<file path="src/rtl/rca_accumulator_pkg.sv">
// Shared types and default sizes for the ripple-carry accumulator.
package rca_accumulator_pkg;

    localparam int unsigned DEF_WIDTH = 32;
    localparam int unsigned DEF_CNT_W = 8;

    typedef enum logic [1:0] {
        IDLE  = 2'b00,
        ACCUM = 2'b01,
        DONE  = 2'b10
    } state_e;

endpackage : rca_accumulator_pkg

</file>
<file path="src/rtl/rca_adder.sv">
// WIDTH-bit ripple-carry adder: a chain of full-adder cells, LSB first.
module rca_adder #(
    parameter int unsigned WIDTH = rca_accumulator_pkg::DEF_WIDTH
) (
    input  logic [WIDTH-1:0] a,
    input  logic [WIDTH-1:0] b,
    input  logic             cin,
    output logic [WIDTH-1:0] sum,
    output logic             cout
);

    logic [WIDTH:0] carry;

    assign carry[0] = cin;

    for (genvar i = 0; i < WIDTH; i++) begin : g_fa
        logic p;
        assign p          = a[i] ^ b[i];
        assign sum[i]     = p ^ carry[i];
        assign carry[i+1] = (a[i] & b[i]) | (carry[i] & p);
    end

    assign cout = carry[WIDTH];

endmodule : rca_adder

</file>
<file path="src/rtl/rca_accumulator.sv">
// Multi-cycle reduction stage: folds a len-beat operand stream into one sum
// through a single ripple-carry adder, with a sticky carry-out flag.
module rca_accumulator
    import rca_accumulator_pkg::*;
#(
    parameter int unsigned WIDTH = DEF_WIDTH,
    parameter int unsigned CNT_W = DEF_CNT_W
) (
    input  logic             clk,
    input  logic             rst_n,
    input  logic             start,
    input  logic [CNT_W-1:0] len,
    input  logic             in_valid,
    output logic             in_ready,
    input  logic [WIDTH-1:0] in_data,
    output logic             out_valid,
    input  logic             out_ready,
    output logic [WIDTH-1:0] out_sum,
    output logic             out_ovf,
    output logic             busy
);

    state_e           state_q, state_d;
    logic [WIDTH-1:0] acc_q, acc_d;
    logic             ovf_q, ovf_d;
    logic [CNT_W-1:0] rem_q, rem_d;
    logic             in_ready_q, in_ready_d;
    logic             out_valid_q, out_valid_d;
    logic             busy_q, busy_d;

    logic [WIDTH-1:0] add_sum;
    logic             add_cout;

    rca_adder #(
        .WIDTH (WIDTH)
    ) u_adder (
        .a    (acc_q),
        .b    (in_data),
        .cin  (1'b0),
        .sum  (add_sum),
        .cout (add_cout)
    );

    // Next-state and datapath updates; handshake flags follow the next state
    // so they are registered yet line up with the state they describe.
    always_comb begin
        state_d = state_q;
        acc_d   = acc_q;
        ovf_d   = ovf_q;
        rem_d   = rem_q;

        unique case (state_q)
            IDLE: begin
                if (start) begin
                    acc_d   = '0;
                    ovf_d   = 1'b0;
                    rem_d   = len;
                    state_d = (len == '0) ? DONE : ACCUM;
                end
            end
            ACCUM: begin
                if (in_valid) begin
                    acc_d = add_sum;
                    ovf_d = ovf_q | add_cout;
                    rem_d = rem_q - CNT_W'(1);
                    if (rem_q == CNT_W'(1)) begin
                        state_d = DONE;
                    end
                end
            end
            DONE: begin
                if (out_ready) begin
                    state_d = IDLE;
                end
            end
            default: state_d = IDLE;
        endcase

        in_ready_d  = (state_d == ACCUM);
        out_valid_d = (state_d == DONE);
        busy_d      = (state_d != IDLE);
    end

    always_ff @(posedge clk) begin
        if (!rst_n) begin
            state_q     <= IDLE;
            acc_q       <= '0;
            ovf_q       <= 1'b0;
            rem_q       <= '0;
            in_ready_q  <= 1'b0;
            out_valid_q <= 1'b0;
            busy_q      <= 1'b0;
        end else begin
            state_q     <= state_d;
            acc_q       <= acc_d;
            ovf_q       <= ovf_d;
            rem_q       <= rem_d;
            in_ready_q  <= in_ready_d;
            out_valid_q <= out_valid_d;
            busy_q      <= busy_d;
        end
    end

    assign in_ready  = in_ready_q;
    assign out_valid = out_valid_q;
    assign out_sum   = acc_q;
    assign out_ovf   = ovf_q;
    assign busy      = busy_q;

endmodule : rca_accumulator

</file>
<file path="config.mk">
export PLATFORM = sky130hd
export DESIGN_NAME = rca_accumulator
export DESIGN_NICKNAME = d
export VERILOG_FILES = /design/src/rtl/rca_accumulator_pkg.sv /design/src/rtl/rca_adder.sv /design/src/rtl/rca_accumulator.sv
export SDC_FILE = /design/constraint.sdc
export NUM_CORES = 1
export LEC_CHECK = 0
export ABC_AREA = 1
export BUFFER_PORTS_ARGS = -buffer_cell sky130_fd_sc_hd__buf_2
export CORE_ASPECT_RATIO = 0.75
export CORE_MARGIN = 1
export CORE_UTILIZATION = 45
export DETAILED_ROUTE_END_ITERATION = 7
export PLACE_DENSITY = 0.69
export SYNTH_ARGS = -nofsm -noshare
export SYNTH_HDL_FRONTEND = slang
export SYNTH_SLANG_ARGS = --single-unit
</file>
<file path="constraint.sdc">
create_clock -name clk -period 25.7 [get_ports clk]
set_clock_uncertainty 0.2 [all_clocks]
set_input_delay 2.57 -clock clk [delete_from_list [all_inputs] [get_ports clk]]
set_output_delay 2.57 -clock clk [all_outputs]
set_load 0.02 [all_outputs]
</file>
==> flow_metrics.tcl, run 1 <==
set metrics [dict create \
    run_status "finished, final reports clean" \
    end_kind "register" \
    postCtsHoldBufs 0 \
    drt_iter0_markers 121 \
    rows 24 \
    syn-cell-area_mm2 0.002810 \
    tightest_slew_ns 1.124 \
    slew_headroom 0.2486 \
    cts_setup_buffers 0 \
    p_leak_nw 1.636 \
    routed_via_density 4.726 \
    diodes 0 \
    dp_hpwl_um 4410 \
    arrival_ns 14.98 \
    power.ir.vdd_worst_mv 0.02849 \
    crit_fanout 1 \
    cp.buffers_inverters 3 \
    synthCells 362 \
    final_net_count 512 \
    drc 0 \
    grt_pass1_wl_um 10680 \
    insertion_delay_ns 0.30 \
    chipWidth_um 93.25 \
    grt_pass1_vias 2238 \
    drv_slew 0 \
    io_buffers 80 \
    grt_max_degree 73 \
    critical-path-max-stage-delay_ns 0.42 \
    final_common_cell "buf_2" \
    worstPathRequired_ns 25.69 \
    rsz0062_at_grt "false" \
    num_io_pins 81 \
    clockRootBuffer "clkbuf_8" \
    clkTransAtPathRegs_ns 0.08 \
    areaGrowthSynthToFinish_pct 18.57 \
    post-route-min-period_ns 14.99 \
    synth_cell_type_count 23 \
    globalRouteTotalUtil 0.2082 \
    critPathSlowestCell "fa_1" \
    cp_common_cell "fa_1" \
    routabilityCongestion 0.8149 \
    cts_buffers 5 \
    reg2reg_slack_ns 12.66 \
    path_class "in -> reg" \
    synth_nets 441 \
    mostFrequentLayoutCells "buf_2, inv_1, o21ai_0, dfxtp_1, nor2_1" \
    cap_viol_max_count 0 \
    grt-ovfl-total 0 \
    drive_above_1_share 0.2171 \
    routed_wl_um 6082 \
    achievable-frequency_mhz 66.71 \
    hp-class "reg -> reg" \
    htreeDepth 2 \
    fp.dieH_um 70.44 \
    avgSynthCellArea_um2 7.763 \
    coreArea_mm2 0.005916 \
    cp-start-kind "input pin" \
    synth-seq-cells 46 \
    post-route-period-util 0.5833 \
    drtPass1Iterations 4 \
    total_power_mw 0.2014 \
    hold_viol 0 \
    cts_sinks 46 \
    cts_tree "built" \
    drtAntennaViolNets 0 \
    ys_seq_area_frac 0.3277 \
    setup_viol 0 \
    crit_family "adder cells" \
    fin_tns_setup_ns 0 \
    floorplan.initialDensity 0.4750 \
    cts_resized 0 \
    dieArea_mm2 0.006568 \
    synth_warnings 0 \
    num_vias 2415 \
    antenna_found_initial 0 \
    power_density_mw_per_mm2 60.44 \
    cts_buffer_depth 2 \
    wl_per_cell_um 11.90 \
]
-- worst paths after layout --
kind	cells past startpoint	endpoint	start
hold / removal	2	rem_q[2]	rem_q[2]
setup / recovery	37	out_sum[31]	in_data[0]
setup reg to reg	36	out_sum[31]	out_sum[0]
hold reg to reg	2	rem_q[2]	rem_q[2]
-- stage by stage --
step | cell area (µm²) | std cells | worst slack (ns) | utilization | hold slack, ns
6_report | 3332 | 511 | 10.71 | 0.5632 | 0.2885
5_1_grt | 3332 | 511 | 10.29 | 0.5632 | 0.3185
4_1_cts | 3332 | 511 | 10.71 | 0.5632 | 0.2892
3_5_place_dp | 3219 | 504 | 10.43 | 0.5442 | 0.2774
3_3_place_gp | 3219 | 504 | 10.63 | 0.5442 | 0.2707
2_1_floorplan | 2810 | 362 | 11.09 | - | 0.2525
-- cells by family after synthesis --
group	Yosys count	share of synthesized area
simple gates	103	0.1505
buf+inv	94	0.1358
compound gates	85	0.1518
flops	46	0.3277
fa+ha+maj	34	0.2342
-- final cells by class --
cell class,count,area (µm²)
Clock buffer,6,82.58
Clock inverter,1,30.03
Fill cell,566,2584
Inverter,78,292.8
Multi-Input combinational cell,222,1508
Sequential cell,46,920.9
Tap cell,78,97.59
Timing Repair Buffer,80,400.4
-- Yosys cell counts --
master    number  share of area
nand2_1       43          0.057
fa_1          31           0.22
nand2_4        1         0.0040
buf_4          1         0.0027
dfxtp_1       46           0.33
o21ai_1        2         0.0036
o22ai_1        1         0.0022
clkbuf_2       1         0.0018
inv_2          2         0.0027
and2_1         1         0.0022
a21oi_1       12          0.021
inv_1         76           0.10
nand3_1        7          0.012
o21ai_0       70           0.12
nor2_4         1         0.0040
nor2_1        45          0.060
clkbuf_1       5         0.0067
ha_1           3          0.013
or2_2          2         0.0045
buf_6          2         0.0080
buf_2          7          0.012
nand2_2        1         0.0022
nor3_1         2         0.0036
-- state kept, by name, indices dropped and copies added, names as in the netlist --
name and flops:
busy 1, out_valid 1, out_sum 32, state_q 2, rem_q 8, in_ready 1
out_ovf 1
-- report_power, final --
| group | switching [mW] | internal (mW) | total, mW | leakage, nW |
|---|---|---|---|---|
| clock network | 0.0246 | 0.0311 | 0.0558 | 0.0573 |
| logic | 0.0386 | 0.0227 | 0.0613 | 1.20 |
| registers | 0.00542 | 0.0789 | 0.0843 | 0.380 |
| total | 0.0686 | 0.133 | 0.201 | 1.64 |
-- per-layer routing --
layer  track usage  wire [µm]  up-vias
met4       0.05641         74        0
met5             0          0        -
met2        0.2966       2508       73
li1              -          -     1236
met3       0.06645        499        9
met1        0.3025       2999     1097
-- worst min-delay path, delay by kind of cell (launching register included) --
family          cells  cell delay (ns)
compound gates      1             0.05
flops               1             0.33
simple gates        1             0.07
(Power assumes the default switching activity.)
==> inputs of run 2 (changes only) <==
--- a/config.mk
+++ b/config.mk
@@ -11,7 +11,7 @@
 export CORE_MARGIN = 1
 export CORE_UTILIZATION = 45
 export DETAILED_ROUTE_END_ITERATION = 7
-export PLACE_DENSITY = 0.69
+export PLACE_DENSITY = 0.72
 export SYNTH_ARGS = -nofsm -noshare
 export SYNTH_HDL_FRONTEND = slang
 export SYNTH_SLANG_ARGS = --single-unit
==> constraint.sdc (replaced) <==
create_clock -name clk -period 13.05 [get_ports clk]
set_clock_uncertainty 0.2 [all_clocks]
set_input_delay 1.305 -clock clk [delete_from_list [all_inputs] [get_ports clk]]
set_output_delay 1.305 -clock clk [all_outputs]
set_load 0.02 [all_outputs]
==> run 2 against run 1 <==
Against the previous run:
- design area up 0.64%
- non-clock buffer count unchanged
- register-to-register slack worse by 12 ns
- utilization up 0.36 points
- count of clock-buffer cells in the layout up 1
- sequential power up 97%
- first-iteration DRC count up 6.6%
- critical path depth unchanged
- hold slack better by 0.0036 ns
- combinational power up 100%
==> flow_metrics.tcl, run 2 (synthesized netlist as in run 1, its figures left out) <==
set metrics [dict create \
    achievable-frequency_mhz 78.55 \
    grt_pass1_vias 2262 \
    grt-ovfl-total 0 \
    drv_slew 0 \
    cts_sinks 46 \
    floorplan.initialDensity 0.4750 \
    tightest_slew_ns 1.121 \
    critical-path-max-stage-delay_ns 0.41 \
    critPathSlowestCell "fa_2" \
    post-route-min-period_ns 12.73 \
    run_status "finished, final reports clean" \
    final_net_count 512 \
    drive_above_1_share 0.2679 \
    p_leak_nw 1.610 \
    dieArea_mm2 0.006568 \
    drtAntennaViolNets 0 \
    clkTransAtPathRegs_ns 0.09 \
    globalRouteTotalUtil 0.2074 \
    total_power_mw 0.3756 \
    end_kind "register" \
    grt_pass1_wl_um 10550 \
    coreArea_mm2 0.005916 \
    power.ir.vdd_worst_mv 0.04570 \
    worstPathRequired_ns 13.05 \
    diodes 0 \
    routed_via_density 4.738 \
    grt_max_degree 73 \
    cap_viol_max_count 0 \
    post-route-period-util 0.9756 \
    path_class "in -> reg" \
    dp_hpwl_um 4524 \
    multi_input_area_mm2 0.001565 \
    hp-class "reg -> reg" \
    slew_headroom 0.2506 \
    clockRootBuffer "clkbuf_8" \
    rows 24 \
    routed_wl_um 6172 \
    drt_iter0_markers 129 \
    rsz0062_at_grt "false" \
    mostFrequentLayoutCells "buf_2, inv_1, o21ai_0, dfxtp_1, nor2_1" \
    wl_per_cell_um 12.08 \
    cts_tree "built" \
    cp-start-kind "input pin" \
    fp.dieH_um 70.44 \
    drc 0 \
    routabilityCongestion 0.8551 \
    register_area_um2 920.9 \
    areaGrowthSynthToFinish_pct 19.32 \
    cts_buffer_depth 2 \
    crit_family "adder cells" \
    crit_fanout 1 \
    setup_viol 0 \
    final_common_cell "buf_2" \
    cts_buffers 5 \
    num_io_pins 81 \
    num_vias 2421 \
    io_buffers 80 \
    cp.buffers_inverters 3 \
    arrival_ns 12.73 \
    num-fill-cells 573 \
    insertion_delay_ns 0.30 \
    cp_common_cell "fa_2" \
    fin_tns_setup_ns 0 \
    r2r_cells 36 \
    drtPass1Iterations 4 \
    antenna_found_initial 0 \
    cts_setup_buffers 0 \
    min_delay_path_depth 2 \
    worst-path-stages 37 \
    largest_register_ffs 32 \
    htreeDepth 2 \
    hold_viol 0 \
    power_density_mw_per_mm2 112.0 \
    chipWidth_um 93.25 \
]
==> run 2: cell types whose count changed in the layout (fill, tap and decap cells not counted), sizes merged <==
cell    before  now
bufinv       1    0
clkbuf       6    7
==> run 2: worst reg2reg max path, delay by kind of cell, from the launching register on <==
| family | cells | cell delay, ns |
|---|---|---|
| AOI/OAI and AO/OA | 1 | 0.13 |
| adders and majority gates | 32 | 11.09 |
| buffers and inverters | 2 | 0.13 |
| DFF | 1 | 0.38 |
| and+or+nand+nor | 1 | 0.05 |
==> run 2: repair_timing <==
action                     in CTS  in global routing
setup endpoints to repair       3                  3
gates resized for setup         7                  9
pin swaps                       0                  1
hold buffers                    0                  0
==> run 2: worst paths after layout <==
| kind | slack (ns) | end | startpoint |
|---|---|---|---|
| max | 0.32 | out_sum[31] | in_data[0] |
| min | 0.29 | rem_q[2] | rem_q[2] |
| max reg2reg | 0.99 | out_sum[31] | out_sum[0] |
| min reg2reg | 0.29 | rem_q[2] | rem_q[2] |
==> run 2: cell type report <==
cell class,count,share of cell area
Inverter,78,0.08731
Timing Repair Buffer,80,0.1194
Tap cell,78,0.02910
Multi-Input combinational cell,222,0.4668
Sequential cell,46,0.2746
Clock buffer,7,0.02276
==> run 2: layer usage <==
layer | part of all wire | GRT usage | wire length (µm)
met2 | 0.43 | 0.3015 | 2636
met4 | 0.011 | 0.05983 | 70
met3 | 0.076 | 0.06100 | 470
met1 | 0.49 | 0.2979 | 2995
met5 | 0 | 0 | 0
==> run 2: report_power, final <==
group	switching (mW)	internal, mW	total [mW]
clock network	0.0473	0.0370	0.0843
registers	0.0106	0.155	0.166
logic	0.0782	0.0472	0.125
==> run 2: metrics by stage <==
stage                     hold WS, ns  instance area, µm²    util  std cells  setup slack (ns)
after detailed placement       0.2791                3239  0.5476        504           -0.6476
after floorplan                0.2525                2830       -        362           0.02345
final                          0.2921                3353  0.5668        511            0.3187
after CTS                      0.2924                3333  0.5635        511           0.04036
after global placement         0.2668                3239  0.5476        504           -0.3861
after global routing           0.3078                3353  0.5668        511           0.04945
==> inputs of run 3 (changes only) <==
--- a/config.mk
+++ b/config.mk
@@ -8,7 +8,7 @@
 export ABC_AREA = 1
 export BUFFER_PORTS_ARGS = -buffer_cell sky130_fd_sc_hd__buf_2
 export CORE_ASPECT_RATIO = 0.75
-export CORE_MARGIN = 1
+export CORE_MARGIN = 8
 export CORE_UTILIZATION = 45
 export DETAILED_ROUTE_END_ITERATION = 7
 export PLACE_DENSITY = 0.72
==> run 3 against run 2 <==
Against the previous run:
- combinational power is essentially flat
- via count increased by 2.9%
- worst setup slack gained 0.015 ns
- die area rose by 38%
- largest cell class unchanged
- largest power group unchanged
- highest routed layer unchanged
==> flow_metrics.tcl, run 3 (synthesized netlist as in run 1, its figures left out) <==
set metrics [dict create \
    min_delay_path_depth 2 \
    cp-start-kind "input pin" \
    power_density_mw_per_mm2 124.3 \
    grt_max_degree 73 \
    coreArea_mm2 0.006162 \
    arrival_ns 12.72 \
    hold_viol 0 \
    final_common_cell "buf_2" \
    rows 25 \
    reg2reg_slack_ns 1.04 \
    drtAntennaViolNets 0 \
    worst_slack_ns 0.3335 \
    cap_viol_max_count 0 \
    largest_register_ffs 32 \
    clockRootBuffer "clkbuf_8" \
    drc 0 \
    hp-class "reg -> reg" \
    fin_area_mm2 0.003421 \
    dp_hpwl_um 5099 \
    post-route-period-util 0.9744 \
    htreeDepth 2 \
    worst-path-stages 37 \
    p_leak_nw 1.646 \
    cp.buffers_inverters 3 \
    post-place-ws_ns -0.6239 \
    critical-path-max-stage-delay_ns 0.42 \
    placed_cell_area_mm2 0.003243 \
    cts_setup_buffers 0 \
    routabilityCongestion 0.8092 \
    tightest_slew_ns 1.165 \
    drt_iter0_markers 137 \
    drv_slew 0 \
    r2r_cells 36 \
    routed_via_density 4.839 \
    cts_tree "built" \
    cts_buffers 5 \
    regToRegStartpoint "out_sum[0]" \
    crit_family "adder cells" \
    post-route-min-period_ns 12.72 \
    utilization 0.5551 \
    fin_cells 515 \
    dp_cells 507 \
    floorplan.initialDensity 0.4560 \
    grt-ovfl-total 0 \
    end_kind "register" \
    io_buffers 80 \
    fp.dieH_um 84.44 \
    dieArea_mm2 0.009056 \
    slew_headroom 0.2212 \
    cp_common_cell "fa_2" \
    num-fill-cells 593 \
    power.ir.vdd_worst_mv 0.04760 \
    clkTransAtPathRegs_ns 0.09 \
    total_power_mw 0.4252 \
    grt_pass1_wl_um 11700 \
    diodes 0 \
    drive_above_1_share 0.2696 \
    worstPathRequired_ns 13.05 \
    cts_sinks 46 \
    routed_wl_um 6829 \
    fin_tns_setup_ns 0 \
    r2r-end "out_sum[31]" \
    setup_viol 0 \
    crit_fanout 1 \
    chipWidth_um 107.3 \
    cts_buffer_depth 2 \
    areaGrowthSynthToFinish_pct 21.73 \
    drtPass1Iterations 5 \
    worstHoldStart "rem_q[2]" \
    insertion_delay_ns 0.30 \
    run_status "finished, final reports clean" \
    path_class "in -> reg" \
    wl_per_cell_um 13.26 \
    num_io_pins 81 \
    final_net_count 512 \
    mostFrequentLayoutCells "buf_2, inv_1, o21ai_0, dfxtp_1, nor2_1" \
    critPathSlowestCell "fa_1" \
    achievable-frequency_mhz 78.64 \
    globalRouteTotalUtil 0.1571 \
    min_to "rem_q[2]" \
    rsz0062_at_grt "false" \
    num_vias 2492 \
    hold-worst-slack_ns 0.2862 \
    antenna_found_initial 0 \
    grt_pass1_vias 2483 \
]
[run 3: cell type report]
type | count | area [µm²] | share of cell area
multi-input combinational | 222 | 1563 | 0.4568
sequential | 46 | 920.9 | 0.2692
timing repair buffer | 80 | 400.4 | 0.1170
inverter | 78 | 292.8 | 0.08559
tap | 81 | 101.3 | 0.02963
clock buffer | 6 | 82.58 | 0.02414
clock inverter | 2 | 60.06 | 0.01756
[run 3: worst max path at each step]
stage,start,endpoint
floorplan,in_data[0],out_sum[31]
global placement,in_data[0],out_sum[31]
detailed placement,in_data[0],out_sum[31]
CTS,in_data[0],out_sum[31]
global route,in_data[0],out_sum[31]
finish,in_data[0],out_sum[31]
[run 3: repair_timing]
action | 4_1_cts | 5_1_grt
endpoints found under the setup margin | 3 | 3
hold buffers | 0 | 0
gates resized for setup | 7 | 7
endpoints found under the hold margin | 0 | 0
pin swaps | 0 | 0
[run 3: metal layers]
layer  routed length (µm)  GRT usage  vias to the layer above
met3                  697    0.05891                        6
met1                 3274     0.2189                     1165
met2                 2799     0.2228                       83
li1                     -          -                     1238
met5                    0          0                        -
met4                   57    0.03439                        0
[run 3: where the power goes]
part / switching [mW] / leakage (nW) / total (mW) / internal (mW)
clock: 0.0511 / 0.0714 / 0.133 / 0.0817
combinational: 0.0792 / 1.20 / 0.126 / 0.0469
sequential: 0.0109 / 0.380 / 0.166 / 0.155
total: 0.141 / 1.65 / 0.425 / 0.284
[run 3: tightest hold or removal path, cell delays in order (launching register included)]
cell and delay (ns):
dfxtp_1 0.33, nand2_1 0.06, a21oi_1 0.05
